`src/rtl/vpu_pkg.sv`:
```
// Shared VPU definitions: opcodes, IR field positions, sequencer states.
package vpu_pkg;

  localparam int OP_MSB  = 31;
  localparam int OP_LSB  = 27;
  localparam int RD_MSB  = 26;
  localparam int RD_LSB  = 22;
  localparam int RS1_MSB = 21;
  localparam int RS1_LSB = 17;
  localparam int IMM_BIT = 16;
  localparam int RS2_MSB = 15;
  localparam int RS2_LSB = 0;

  localparam logic [4:0] OP_MOVSGPR = 5'b00000;
  localparam logic [4:0] OP_MOV     = 5'b00001;
  localparam logic [4:0] OP_ADD     = 5'b00010;
  localparam logic [4:0] OP_SUB     = 5'b00011;
  localparam logic [4:0] OP_MUL     = 5'b00100;
  localparam logic [4:0] OP_HALT    = 5'b11111;

  typedef enum logic [2:0] {
    IDLE,
    FETCH,
    DECODE,
    ISSUE,
    DONE,
    ERR
  } seq_state_t;

  function automatic logic op_exec(input logic [4:0] op);
    logic ok;
    ok = 1'b0;
    case (op)
      OP_MOVSGPR, OP_MOV, OP_ADD,
      OP_SUB, OP_MUL: ok = 1'b1;
      default:        ok = 1'b0;
    endcase
    return ok;
  endfunction

endpackage

```
`src/rtl/vpu_sat_cnt.sv`:
```
// Saturating up-counter with synchronous clear (clear wins over inc).
module vpu_sat_cnt #(
  parameter int W = 16
) (
  input  logic         clk,
  input  logic         rst,
  input  logic         clr,
  input  logic         inc,
  output logic [W-1:0] q
);

  always_ff @(posedge clk or posedge rst) begin
    if (rst)
      q <= '0;
    else if (clr)
      q <= '0;
    else if (inc && (q != '1))
      q <= q + 1'b1;
  end

endmodule

```
`src/rtl/vpu_seq_ctrl.sv`:
```
// VPU program sequencer: fetch, decode, issue over valid/ready.
// Define VPU_SEQ_PERF_EN to add cycle_cnt / stall_cnt outputs.
module vpu_seq_ctrl
  import vpu_pkg::*;
#(
  parameter int IMEM_AW = 8,
  parameter int CNT_W   = 16
) (
  input  logic               clk,
  input  logic               rst,
  input  logic               start,
  input  logic [IMEM_AW-1:0] start_pc,
  input  logic               abort,
  output logic               imem_en,
  output logic [IMEM_AW-1:0] imem_addr,
  input  logic [31:0]        imem_rdata,
  output logic               exe_valid,
  output logic [31:0]        exe_ir,
  input  logic               exe_ready,
  output logic               busy,
  output logic               done,
  output logic               err,
  output logic [IMEM_AW-1:0] pc,
  output logic [CNT_W-1:0]   instr_cnt
`ifdef VPU_SEQ_PERF_EN
  ,
  output logic [CNT_W-1:0]   cycle_cnt,
  output logic [CNT_W-1:0]   stall_cnt
`endif
);

  seq_state_t state;
  seq_state_t state_nxt;
  logic [31:0] ir;
  logic [4:0]  op_rd;
  logic        idle_like;
  logic        start_ok;
  logic        fire;

  assign op_rd     = imem_rdata[OP_MSB:OP_LSB];
  assign idle_like = (state == IDLE) || (state == DONE)
                  || (state == ERR);
  assign start_ok  = start && !abort && idle_like;
  assign fire      = (state == ISSUE) && exe_ready && !abort;

  always_ff @(posedge clk or posedge rst) begin
    if (rst)
      state <= IDLE;
    else
      state <= state_nxt;
  end

  always_comb begin
    state_nxt = state;
    if (abort) begin
      state_nxt = IDLE;
    end else begin
      unique case (state)
        IDLE, DONE, ERR:
          if (start) state_nxt = FETCH;
        FETCH:
          state_nxt = DECODE;
        DECODE:
          if (op_rd == OP_HALT)
            state_nxt = DONE;
          else if (!op_exec(op_rd))
            state_nxt = ERR;
          else
            state_nxt = ISSUE;
        ISSUE:
          if (exe_ready) state_nxt = FETCH;
        default:
          state_nxt = IDLE;
      endcase
    end
  end

  always_comb begin
    imem_en   = 1'b0;
    exe_valid = 1'b0;
    busy      = 1'b0;
    done      = 1'b0;
    err       = 1'b0;
    unique case (state)
      FETCH: begin
        imem_en = 1'b1;
        busy    = 1'b1;
      end
      DECODE: busy = 1'b1;
      ISSUE: begin
        exe_valid = 1'b1;
        busy      = 1'b1;
      end
      DONE:    done = 1'b1;
      ERR:     err  = 1'b1;
      default: ;
    endcase
  end

  assign imem_addr = pc;
  assign exe_ir    = exe_valid ? ir : 32'h0;

  // IR keeps HALT/illegal words too, so the host can inspect them.
  always_ff @(posedge clk or posedge rst) begin
    if (rst) begin
      pc <= '0;
      ir <= '0;
    end else begin
      if (start_ok)
        pc <= start_pc;
      else if (fire)
        pc <= pc + 1'b1;
      if ((state == DECODE) && !abort)
        ir <= imem_rdata;
    end
  end

  vpu_sat_cnt #(.W(CNT_W)) u_instr_cnt (
    .clk (clk),
    .rst (rst),
    .clr (start_ok),
    .inc (fire),
    .q   (instr_cnt)
  );

`ifdef VPU_SEQ_PERF_EN
  vpu_sat_cnt #(.W(CNT_W)) u_cycle_cnt (
    .clk (clk),
    .rst (rst),
    .clr (start_ok),
    .inc (busy),
    .q   (cycle_cnt)
  );

  vpu_sat_cnt #(.W(CNT_W)) u_stall_cnt (
    .clk (clk),
    .rst (rst),
    .clr (start_ok),
    .inc ((state == ISSUE) && !exe_ready),
    .q   (stall_cnt)
  );
`endif

endmodule

```
`config.mk`:
```
export PLATFORM = sky130hd
export DESIGN_NAME = vpu_seq_ctrl
export DESIGN_NICKNAME = d
export VERILOG_FILES = /design/src/rtl/vpu_pkg.sv /design/src/rtl/vpu_sat_cnt.sv /design/src/rtl/vpu_seq_ctrl.sv
export SDC_FILE = /design/constraint.sdc
export NUM_CORES = 1
export LEC_CHECK = 0
export CORE_MARGIN = 2
export CORE_UTILIZATION = 41
export DETAILED_ROUTE_END_ITERATION = 8
export GPL_ROUTABILITY_DRIVEN = 0
export PLACE_DENSITY = 0.78
export SYNTH_ARGS = -nofsm -noshare
export SYNTH_HDL_FRONTEND = slang
export SYNTH_HIERARCHICAL = 1
export SYNTH_SLANG_ARGS = --single-unit
```
`constraint.sdc`:
```
create_clock -name clk -period 2.5 [get_ports clk]
set_input_delay 0.5 -clock clk [delete_from_list [all_inputs] [get_ports clk]]
set_output_delay 0.5 -clock clk [all_outputs]
set_load 0.02 [all_outputs]
```
==> impl_metrics.env, run 1 <==
export IMPL_finalSetupViolCount=0
export IMPL_slowest_delay_ns=0.45
export IMPL_worst_pin_slew_ns=0.720
export IMPL_synth_cells=294
export IMPL_hold_buffers=0
export IMPL_area_delta_synth_final_pct=46.2
export IMPL_p_int_mw=1.93
export IMPL_syn_nets=341
export IMPL_final_setup_worst_slack_ns=0.132
export IMPL_fmax_ghz=0.422
export IMPL_portBuffers=113
export IMPL_fin_skew_ns=0.00829
export IMPL_die_h_um=91.3
export IMPL_dominantRegCellSynth="dfrtp_1"
export IMPL_synth_area_sq_um=3120
export IMPL_pwr_density_cell_nw_per_um2=596
export IMPL_yosysUniqueCellTypes=51
export IMPL_worstHoldPathType="input pin to asynchronous set/reset pin"
export IMPL_cap_violations=0
export IMPL_wl_per_cell_um=15.3
export IMPL_cp_cell_sequence="or3b_4 -> or2_4 -> clkinv_8 -> nand3_4 -> or4_4 -> or4_1 -> a21oi_1"
export IMPL_switching_share=0.291
export IMPL_remaining_drc_errors=0
export IMPL_synth_warning_count=6
export IMPL_async_reset_ff_frac=1.00
export IMPL_cts_tree="built"
export IMPL_worst_ep_arrival_time_ns=2.63
export IMPL_numClockSinks=59
export IMPL_drt_iter0_markers=119
export IMPL_grt_first_pass_wirelength_mm=13.5
export IMPL_clkPwrFrac=0.271
export IMPL_clkLatencyLatePin_ns=0.34
export IMPL_crit_path_end_kind="register"
export IMPL_total_power_mw=2.72
export IMPL_drt_wl_total_mm=7.94
export IMPL_wl_met1_mm=3.38
export IMPL_regArea_sq_um=1480
export IMPL_die_w_um=91.3
export IMPL_n_fill_cell=594
export IMPL_synth_top_area_cell="dfrtp_1"
export IMPL_crit_path_top_delay_cell="dfrtp_1"
export IMPL_top_layer_used="met4"
export IMPL_boundaryPins=114
export IMPL_vias_per_cell=5.27
export IMPL_synth_seq_cells=59
export IMPL_htree_levels=3
export IMPL_place_inst=504
export IMPL_grt_overflow_total=0
export IMPL_clock_path_buffers=2
export IMPL_crit_type="register to register"
export IMPL_reg2reg_depth=7
export IMPL_ant_nets=0
export IMPL_grtUsageTotal=0.199
export IMPL_seqPwrFrac=0.490
export IMPL_route_met3_wl_um=654
export IMPL_clk_pin_slew_ns=0.07
export IMPL_cp_num_buf_inv=1
export IMPL_startpoint_type="register"
export IMPL_hold_viol=0
export IMPL_vias=2739
export IMPL_core_sq_um=7330
export IMPL_grt_pass1_vias=2794
export IMPL_start_util=0.426
export IMPL_r2r_end="u_instr_cnt/q[13]$_DFFE_PP0P_"
export IMPL_rsz0062_at_grt="no"
export IMPL_fin_crit_ns=2.37
export IMPL_rows=31
export IMPL_syn_area_per_cell_sq_um=10.6
export IMPL_r2r_start="state[2]$_DFFE_PP0P_"
export IMPL_crit_fanout=7
export IMPL_synth_top_area_share=0.473
export IMPL_multi_input_area_sq_um=1470
export IMPL_grt_max_degree=34
export IMPL_cp_required_ns=2.76
export IMPL_antenna_found_initial=0
export IMPL_layout_drive_gt1_share=0.195
export IMPL_first_pass_iters=4
export IMPL_pre_cts_ws_ns=-0.411
export IMPL_synth_edff_count=0
export IMPL_wl_met2_mm=3.69
export IMPL_final_nets=463
export IMPL_vdd_drop_max_v=0.000372
export IMPL_diodes=0
export IMPL_die_area_sq_um=8330
export IMPL_status="completed"
export IMPL_finalCritPeriodShare=0.947
export IMPL_switching_power_mw=0.793
export IMPL_hpwl_mm=5.77
export IMPL_hold_ws_ns=0.496
export IMPL_finalNonFillerCells=520
export IMPL_p_leak_nw=2.01
export IMPL_maxSlewViolCount=0
export IMPL_utilization=0.622
export IMPL_synth_area_leaders="dfrtp_1 47%, mux2_2 12%, and2_1 6.4%, buf_4 3.1%, a21oi_1 2.4%"
export IMPL_reg2reg_setup_slack_ns=0.13
export IMPL_cpLargestDelayFamily="simple AND/OR/NAND/NOR gates"
export IMPL_slew_headroom=0.517
export IMPL_yosysSeqAreaShare=0.473
export IMPL_cts_root_buf="clkbuf_8"
export IMPL_numCtsBuffers=9
export IMPL_combPwrFrac=0.239
## area by class of cell
class                   count  area share
inverters                  10      0.0110
clock inverters             6     0.00713
repair buffers            133       0.281
multi-input cells         203       0.322
well taps                  99      0.0271
flip-flops and latches     59       0.324
clock buffers              10      0.0280
## power groups by stage
| stage | registers (mW) | clock network (mW) | logic, mW |
|---|---|---|---|
| finish | 1.33 | 0.739 | 0.651 |
| global route | 1.37 | 0.800 | 0.705 |
| CTS | 1.34 | 0.753 | 0.659 |
| detailed placement | 1.35 | 0 | 0.663 |
| global placement | 1.34 | 0 | 0.642 |
| floorplan | 1.34 | 0 | 0.395 |
## metrics by stage
step | setup TNS (ns) | instance area (sq um)
final | 0 | 4560
after global placement | -2.83 | 4430
after global routing | 0 | 4560
after CTS | 0 | 4550
after floorplan | -0.296 | 3140
after detailed placement | -3.64 | 4430
## registers in the layout (all words and copies together), names as in the netlist
register,cells
imem_addr,8
u_instr_cnt/q,16
ir,32
state,3
## what timing repair did
item,CTS,global route
setup buffers,0,0
pin swaps,1,1
setup endpoints to repair,35,5
hold endpoints to repair,0,0
gates resized for setup,33,4
## kinds of logic after synthesis
family	synth area share
simple gates	0.220
flops	0.473
compound gates	0.0902
mux	0.139
buf+inv	0.0633
xor+xnor	0.00561
fa+ha+maj	0.00801
## metal layers
layer | GRT usage | vias to the layer above
met3 | 0.0656 | 17
met4 | 0.0896 | 0
met5 | 0 | -
met1 | 0.245 | 1322
li1 | - | 1294
met2 | 0.319 | 106
## layout by cell type (no fill, tap or decap), types with 2 or more instances in the layout
cell              n
clkdlybuf4s50_1  79
dfrtp_1          59
mux2_2           34
and2_1           32
dlygate4sd2_1    32
buf_4            17
a21oi_1          15
nor2_1           14
nand3_1          11
nor3_1            9
clkbuf_8          9
nand2_1           8
nand4_1           7
inv_1             7
o21ai_0           7
or3_1             6
nand2b_1          5
clkinv_2          5
or4_1             5
o31ai_1           5
nor4_1            4
a221o_1           3
mux2i_1           3
buf_12            3
nor2b_1           3
nor2_2            2
xnor2_1           2
mux2_1            2
a31oi_1           2
ha_1              2
dlymetal6s2s_1    2
o41ai_1           2
or4_4             2
## cell usage after synthesis (5+ instances only)
cell / instances
nand2_1: 8
inv_1: 8
o21ai_0: 7
nand4_1: 7
or3_1: 6
dfrtp_1: 59
nor3_1: 9
nand3_1: 12
and2_1: 32
o31ai_1: 5
mux2_2: 34
buf_4: 13
nor2_1: 14
or4_1: 6
a21oi_1: 15
nand2b_1: 5
## worst max path at each step
stage	startpoint	slack [ns]	cells past startpoint	endpoint
final	state[2]$_DFFE_PP0P_	0.13	7	u_instr_cnt/q[13]$_DFFE_PP0P_
after global routing	state[2]$_DFFE_PP0P_	0.05	5	exe_ir[30]
after CTS	abort	0.01	8	u_instr_cnt/q[13]$_DFFE_PP0P_
after detailed placement	abort	-0.41	8	u_instr_cnt/q[13]$_DFFE_PP0P_
after global placement	abort	-0.34	8	u_instr_cnt/q[13]$_DFFE_PP0P_
after floorplan	abort	-0.17	10	u_instr_cnt/q[13]$_DFFE_PP0P_
## worst register-to-register path, delay by kind of cell (launching register included)
kind | cells | cell delay, ns
AND/OR/NAND/NOR | 5 | 1.64
buffers and inverters | 1 | 0.06
flip-flops | 1 | 0.45
AO/OA/AOI/OAI | 1 | 0.14
No activity file was read; power rests on OpenSTA's default activity.
==> inputs of run 2 (changes only) <==
- CORE_UTILIZATION: 41 -> 45
- PLACE_DENSITY: 0.78 -> 0.81
- SLEW_MARGIN: default -> 20
- clock period: 2.5 -> 3 ns (I/O delays scaled with it)
==> run 2 against run 1 <==
Clock power rose by 7.2%. Clock-buffer cell count is the same. Non-clock buffer count is 9 lower. Critical endpoint is now exe_ir[2]. Global-route usage rose by 0.53 points. Design area decreased by 0.99%. Critical path type is now register to primary output.
==> impl_metrics.env, run 2 (synthesis results as in run 1) <==
export IMPL_pwr_density_cell_nw_per_um2=539
export IMPL_worstHoldPathType="register to register"
export IMPL_regMostFlops="ir"
export IMPL_hold_buffers=0
export IMPL_clkPwrFrac=0.325
export IMPL_clk_pin_slew_ns=0.06
export IMPL_grt_use_met2=0.345
export IMPL_rsz0062_at_grt="no"
export IMPL_crit_fanout=33
export IMPL_layout_drive_gt1_share=0.165
export IMPL_pre_cts_ws_ns=0.0113
export IMPL_worst_ep_arrival_time_ns=2.16
export IMPL_portBuffers=113
export IMPL_area_delta_synth_final_pct=44.7
export IMPL_fin_crit_ns=2.76
export IMPL_wl_per_cell_um=15.4
export IMPL_design_area_sq_um=4520
export IMPL_final_nets=454
export IMPL_numCtsBuffers=9
export IMPL_die_h_um=87.3
export IMPL_final_setup_worst_slack_ns=0.236
export IMPL_post_dp_cell_area_sq_um=4300
export IMPL_cts_resized=0
export IMPL_grt_met3_usage=0.0379
export IMPL_finalCritPeriodShare=0.921
export IMPL_core_sq_um=6760
export IMPL_boundaryPins=114
export IMPL_largest_reg_flops=32
export IMPL_first_pass_iters=7
export IMPL_die_area_sq_um=7620
export IMPL_reg2reg_setup_slack_ns=0.53
export IMPL_vdd_drop_max_v=0.000380
export IMPL_remaining_drc_errors=0
export IMPL_numClockSinks=59
export IMPL_crit_type="register to primary output"
export IMPL_clkLatencyLatePin_ns=0.33
export IMPL_p_int_mw=1.78
export IMPL_fin_skew_ns=0.0103
export IMPL_crit_path_end_kind="primary output"
export IMPL_worst_pin_slew_ns=0.683
export IMPL_antenna_found_initial=0
export IMPL_grt_busiest_layer="met2"
export IMPL_final_cell_mix="113 x clkdlybuf4s50_1, 59 x dfrtp_1, 34 x mux2_2, 32 x and2_1, 15 x a21oi_1"
export IMPL_htree_levels=3
export IMPL_gr_usage_met1=0.245
export IMPL_n_fill_cell=524
export IMPL_cap_violations=0
export IMPL_p_leak_nw=1.79
export IMPL_clock_path_buffers=2
export IMPL_switching_share=0.269
export IMPL_finalSetupViolCount=0
export IMPL_hold_ws_ns=0.497
export IMPL_die_w_um=87.3
export IMPL_grt_pass1_vias=2583
export IMPL_startpoint_type="register"
export IMPL_cts_tree="built"
export IMPL_utilization=0.669
export IMPL_cts_root_buf="clkbuf_8"
export IMPL_grt_max_degree=44
export IMPL_grtUsageTotal=0.204
export IMPL_vias=2694
export IMPL_grt_overflow_total=0
export IMPL_rows=30
export IMPL_grt_first_pass_wirelength_mm=12.2
export IMPL_seqPwrFrac=0.456
export IMPL_drt_wl_total_mm=7.55
export IMPL_multi_input_area_sq_um=1450
export IMPL_hold_viol=0
export IMPL_maxSlewViolCount=0
export IMPL_combPwrFrac=0.219
export IMPL_post_cts_setup_buffers=0
export IMPL_mostFrequentLayoutCell="clkdlybuf4s50_1"
export IMPL_slew_headroom=0.540
export IMPL_timing_setup_tns_ns=0
export IMPL_hpwl_mm=5.42
export IMPL_cp_required_ns=2.40
export IMPL_start_util=0.462
export IMPL_ant_nets=0
export IMPL_regArea_sq_um=1480
export IMPL_diodes=0
export IMPL_vias_per_cell=5.48
export IMPL_switching_power_mw=0.655
export IMPL_status="completed"
export IMPL_drt_iter0_markers=150
export IMPL_fmax_ghz=0.362
## run 2: cell types whose count changed in the layout (fill, tap and decap cells not counted), moves of 2 or more
cell | previous run | this run
clkinv_2 | 5 | 1
dlymetal6s2s_1 | 2 | 0
dlygate4sd2_1 | 32 | 0
clkdlybuf4s50_1 | 79 | 113
bufinv_16 | 0 | 2
buf_12 | 3 | 1
clkinv_4 | 0 | 2
buf_4 | 17 | 10
## run 2: area by class of cell
type                            count  share of cell area
Clock buffer                       10              0.0282
Clock inverter                      6              0.0199
Inverter                           10              0.0111
Multi-Input combinational cell    203               0.320
Sequential cell                    59               0.327
Tap cell                           80              0.0222
Timing Repair Buffer              124               0.271
## run 2: worst max-delay path, stage by stage, from the launching register on
cell and delay, ns:
dfrtp_1 0.51, inv_1 0.14, nor2_1 0.12, buf_4 0.27, and2_1 0.17, clkdlybuf4s50_1 0.63
## run 2: layer usage
| metal | vias up | wire (um) | share of wire |
|---|---|---|---|
| met1 | 1297 | 3060 | 0.40 |
| met5 | - | 0 | 0 |
| met2 | 95 | 3900 | 0.52 |
| li1 | 1284 | - | - |
| met4 | 0 | 189 | 0.025 |
| met3 | 18 | 408 | 0.054 |
## run 2: power groups by stage
stage | Combinational [mW] | Clock (mW) | Sequential [mW]
after CTS | 0.540 | 0.810 | 1.11
after global placement | 0.525 | 0 | 1.12
after floorplan | 0.329 | 0 | 1.12
after global routing | 0.574 | 0.847 | 1.14
final | 0.533 | 0.792 | 1.11
after detailed placement | 0.537 | 0 | 1.13
## run 2: per-stage QoR
stage	std cells	power, mW
floorplan	294	1.44
global placement	476	1.64
detailed placement	476	1.66
CTS	492	2.46
global route	492	2.56
finish	492	2.44
## run 2: path summary, 6_finish.rpt
kind,startpoint,end,depth (start not counted)
setup reg to reg,state[1]$_DFFE_PP0P_,u_instr_cnt/q[13]$_DFFE_PP0P_,7
hold reg to reg,ir[8]$_DFFE_PP0P_,ir[8]$_DFFE_PP0P_,1
hold / removal,ir[8]$_DFFE_PP0P_,ir[8]$_DFFE_PP0P_,1
setup / recovery,state[0]$_DFFE_PP0P_,exe_ir[2],5
max in group asynchronous,rst,imem_addr[4]$_DFFE_PP0P_,3
min in group asynchronous,rst,u_instr_cnt/q[10]$_DFFE_PP0P_,2
==> inputs of run 3 (changes only) <==
- PLACE_DENSITY: 0.81 -> 0.91
- clock period: 3 -> 2.6 ns (I/O delays scaled with it)
==> run 3 against run 2 <==
Final cell count up 1.4%. Clock skew increased by 0.00073 ns. Core utilization up 0.46 points. Global-route usage is 2.7 points higher. Sequential power grew 16%. Die area stayed put. Critical path depth increased by 4.
==> impl_metrics.env, run 3 (synthesis results as in run 1) <==
export IMPL_worst_pin_slew_ns=0.724
export IMPL_die_h_um=87.3
export IMPL_utilization=0.673
export IMPL_first_pass_iters=4
export IMPL_pwr_density_cell_nw_per_um2=622
export IMPL_crit_fanout=3
export IMPL_fmax_ghz=0.398
export IMPL_fin_skew_ns=0.0110
export IMPL_cp_endpoint="u_instr_cnt/q[12]$_DFFE_PP0P_"
export IMPL_maxSlewViolCount=0
export IMPL_switching_power_mw=0.782
export IMPL_remaining_drc_errors=0
export IMPL_finalCritPeriodShare=0.967
export IMPL_cap_violations=0
export IMPL_post_cts_setup_buffers=0
export IMPL_pre_cts_ws_ns=-0.296
export IMPL_cts_root_buf="clkbuf_8"
export IMPL_ant_nets=0
export IMPL_rows=30
export IMPL_grt_first_pass_wirelength_mm=13.6
export IMPL_seqPwrFrac=0.455
export IMPL_die_w_um=87.3
export IMPL_gr_usage_met1=0.267
export IMPL_grt_pass1_vias=2862
export IMPL_crit_type="input pin to register"
export IMPL_total_power_mw=2.83
export IMPL_vias_per_cell=5.58
export IMPL_grt_max_degree=39
export IMPL_vias=2784
export IMPL_grtUsageTotal=0.232
export IMPL_core_sq_um=6760
export IMPL_die_area_sq_um=7620
export IMPL_combPwrFrac=0.221
export IMPL_clk_pin_slew_ns=0.07
export IMPL_startpoint_type="input pin"
export IMPL_r2r_start="state[2]$_DFFE_PP0P_"
export IMPL_htree_levels=3
export IMPL_hpwl_mm=6.15
export IMPL_reg2reg_setup_slack_ns=0.22
export IMPL_hold_ws_ns=0.447
export IMPL_portBuffers=113
export IMPL_diodes=0
export IMPL_switching_share=0.276
export IMPL_final_nets=461
export IMPL_worstHoldPathType="input pin to asynchronous set/reset pin"
export IMPL_grt_met3_usage=0.103
export IMPL_antenna_found_initial=0
export IMPL_reg2reg_depth=8
export IMPL_grt_use_met2=0.378
export IMPL_p_int_mw=2.05
export IMPL_worst_ep_arrival_time_ns=2.78
export IMPL_grt_overflow_total=0
export IMPL_crit_start="abort"
export IMPL_rsz0062_at_grt="no"
export IMPL_hold_viol=0
export IMPL_drt_wl_total_mm=8.40
export IMPL_r2r_end="u_instr_cnt/q[12]$_DFFE_PP0P_"
export IMPL_boundaryPins=114
export IMPL_cp_required_ns=2.87
export IMPL_regMostFlops="ir"
export IMPL_design_area_sq_um=4550
export IMPL_final_cell_mix="81 x clkdlybuf4s50_1, 58 x dfrtp_1, 34 x mux2_2, 32 x and2_1, 32 x dlygate4sd2_1"
export IMPL_largest_reg_flops=32
export IMPL_vdd_drop_max_v=0.000442
export IMPL_clkPwrFrac=0.324
export IMPL_drt_iter0_markers=133
export IMPL_final_setup_worst_slack_ns=0.0848
export IMPL_area_delta_synth_final_pct=45.7
export IMPL_clkLatencyLatePin_ns=0.34
export IMPL_finalNonFillerCells=499
export IMPL_clock_path_buffers=2
export IMPL_cts_tree="built"
export IMPL_layout_drive_gt1_share=0.189
export IMPL_slew_headroom=0.513
export IMPL_numCtsBuffers=9
export IMPL_finalSetupViolCount=0
export IMPL_numClockSinks=59
export IMPL_mostFrequentLayoutCell="clkdlybuf4s50_1"
export IMPL_status="completed"
export IMPL_timing_setup_tns_ns=0
export IMPL_start_util=0.462
export IMPL_crit_path_end_kind="register"
export IMPL_post_dp_cell_area_sq_um=4370
export IMPL_n_fill_cell=528
export IMPL_place_inst=483
export IMPL_p_leak_nw=1.98
export IMPL_grt_busiest_layer="met2"
export IMPL_wl_per_cell_um=16.8
export IMPL_fin_crit_ns=2.52
## run 3: changes by cell type in the layout (fill, tap and decap cells not counted), sizes merged
cell and delta:
clkinvlp +2, dlygate4sd2 +32, buf +7, clkdlybuf4s50 -32, clkbuf -1, clkinv -1
## run 3: what timing repair did
action / CTS / global route
hold buffers: 0 / 0
cloned: 0 / 0
setup endpoints to repair: 32 / 1
endpoints found under the hold margin: 0 / 0
resized for setup: 34 / 1
## run 3: power by group through the flow
stage          logic [mW]  registers, mW  clock network (mW)
4_1_cts             0.632           1.29               0.931
6_report            0.625           1.29               0.917
2_1_floorplan       0.380           1.29                   0
5_1_grt             0.670           1.32               0.977
3_5_place_dp        0.637           1.31                   0
3_3_place_gp        0.605           1.29                   0
## run 3: worst min-delay path by stage
| stage | startpoint | to | slack, ns | depth (start not counted) |
|---|---|---|---|---|
| floorplan | rst | u_instr_cnt/q[0]$_DFFE_PP0P_ | 0.43 | 1 |
| global placement | ir[12]$_DFFE_PP0P_ | ir[12]$_DFFE_PP0P_ | 0.48 | 1 |
| detailed placement | ir[26]$_DFFE_PP0P_ | ir[26]$_DFFE_PP0P_ | 0.49 | 1 |
| CTS | rst | imem_addr[0]$_DFFE_PP0P_ | 0.45 | 2 |
| global route | rst | imem_addr[4]$_DFFE_PP0P_ | 0.45 | 2 |
| finish | rst | imem_addr[1]$_DFFE_PP0P_ | 0.45 | 2 |
## run 3: worst max-delay path, cell delays in order
cell	delay, ns
clkdlybuf4s50_1	0.43
or3b_1	0.38
or2_4	0.30
clkinv_8	0.06
buf_4	0.09
nand3_1	0.08
or4_1	0.45
or3_1	0.32
a21oi_1	0.14
## run 3: cell type report
type / instances / area (sq um) / share of cell area
clock buffers: 9 / 124 / 0.0272
clock inverters: 7 / 92.6 / 0.0204
inverters: 10 / 50.0 / 0.0110
multi-input cells: 203 / 1460 / 0.322
flip-flops and latches: 59 / 1480 / 0.325
well taps: 80 / 100 / 0.0220
repair buffers: 131 / 1240 / 0.273
## run 3: per-layer routing
| metal | vias to the layer above | wire length (um) |
|---|---|---|
| met4 | 0 | 146 |
| met3 | 14 | 831 |
| met2 | 118 | 4180 |
| met1 | 1360 | 3240 |
| met5 | - | 0 |
| li1 | 1292 | - |
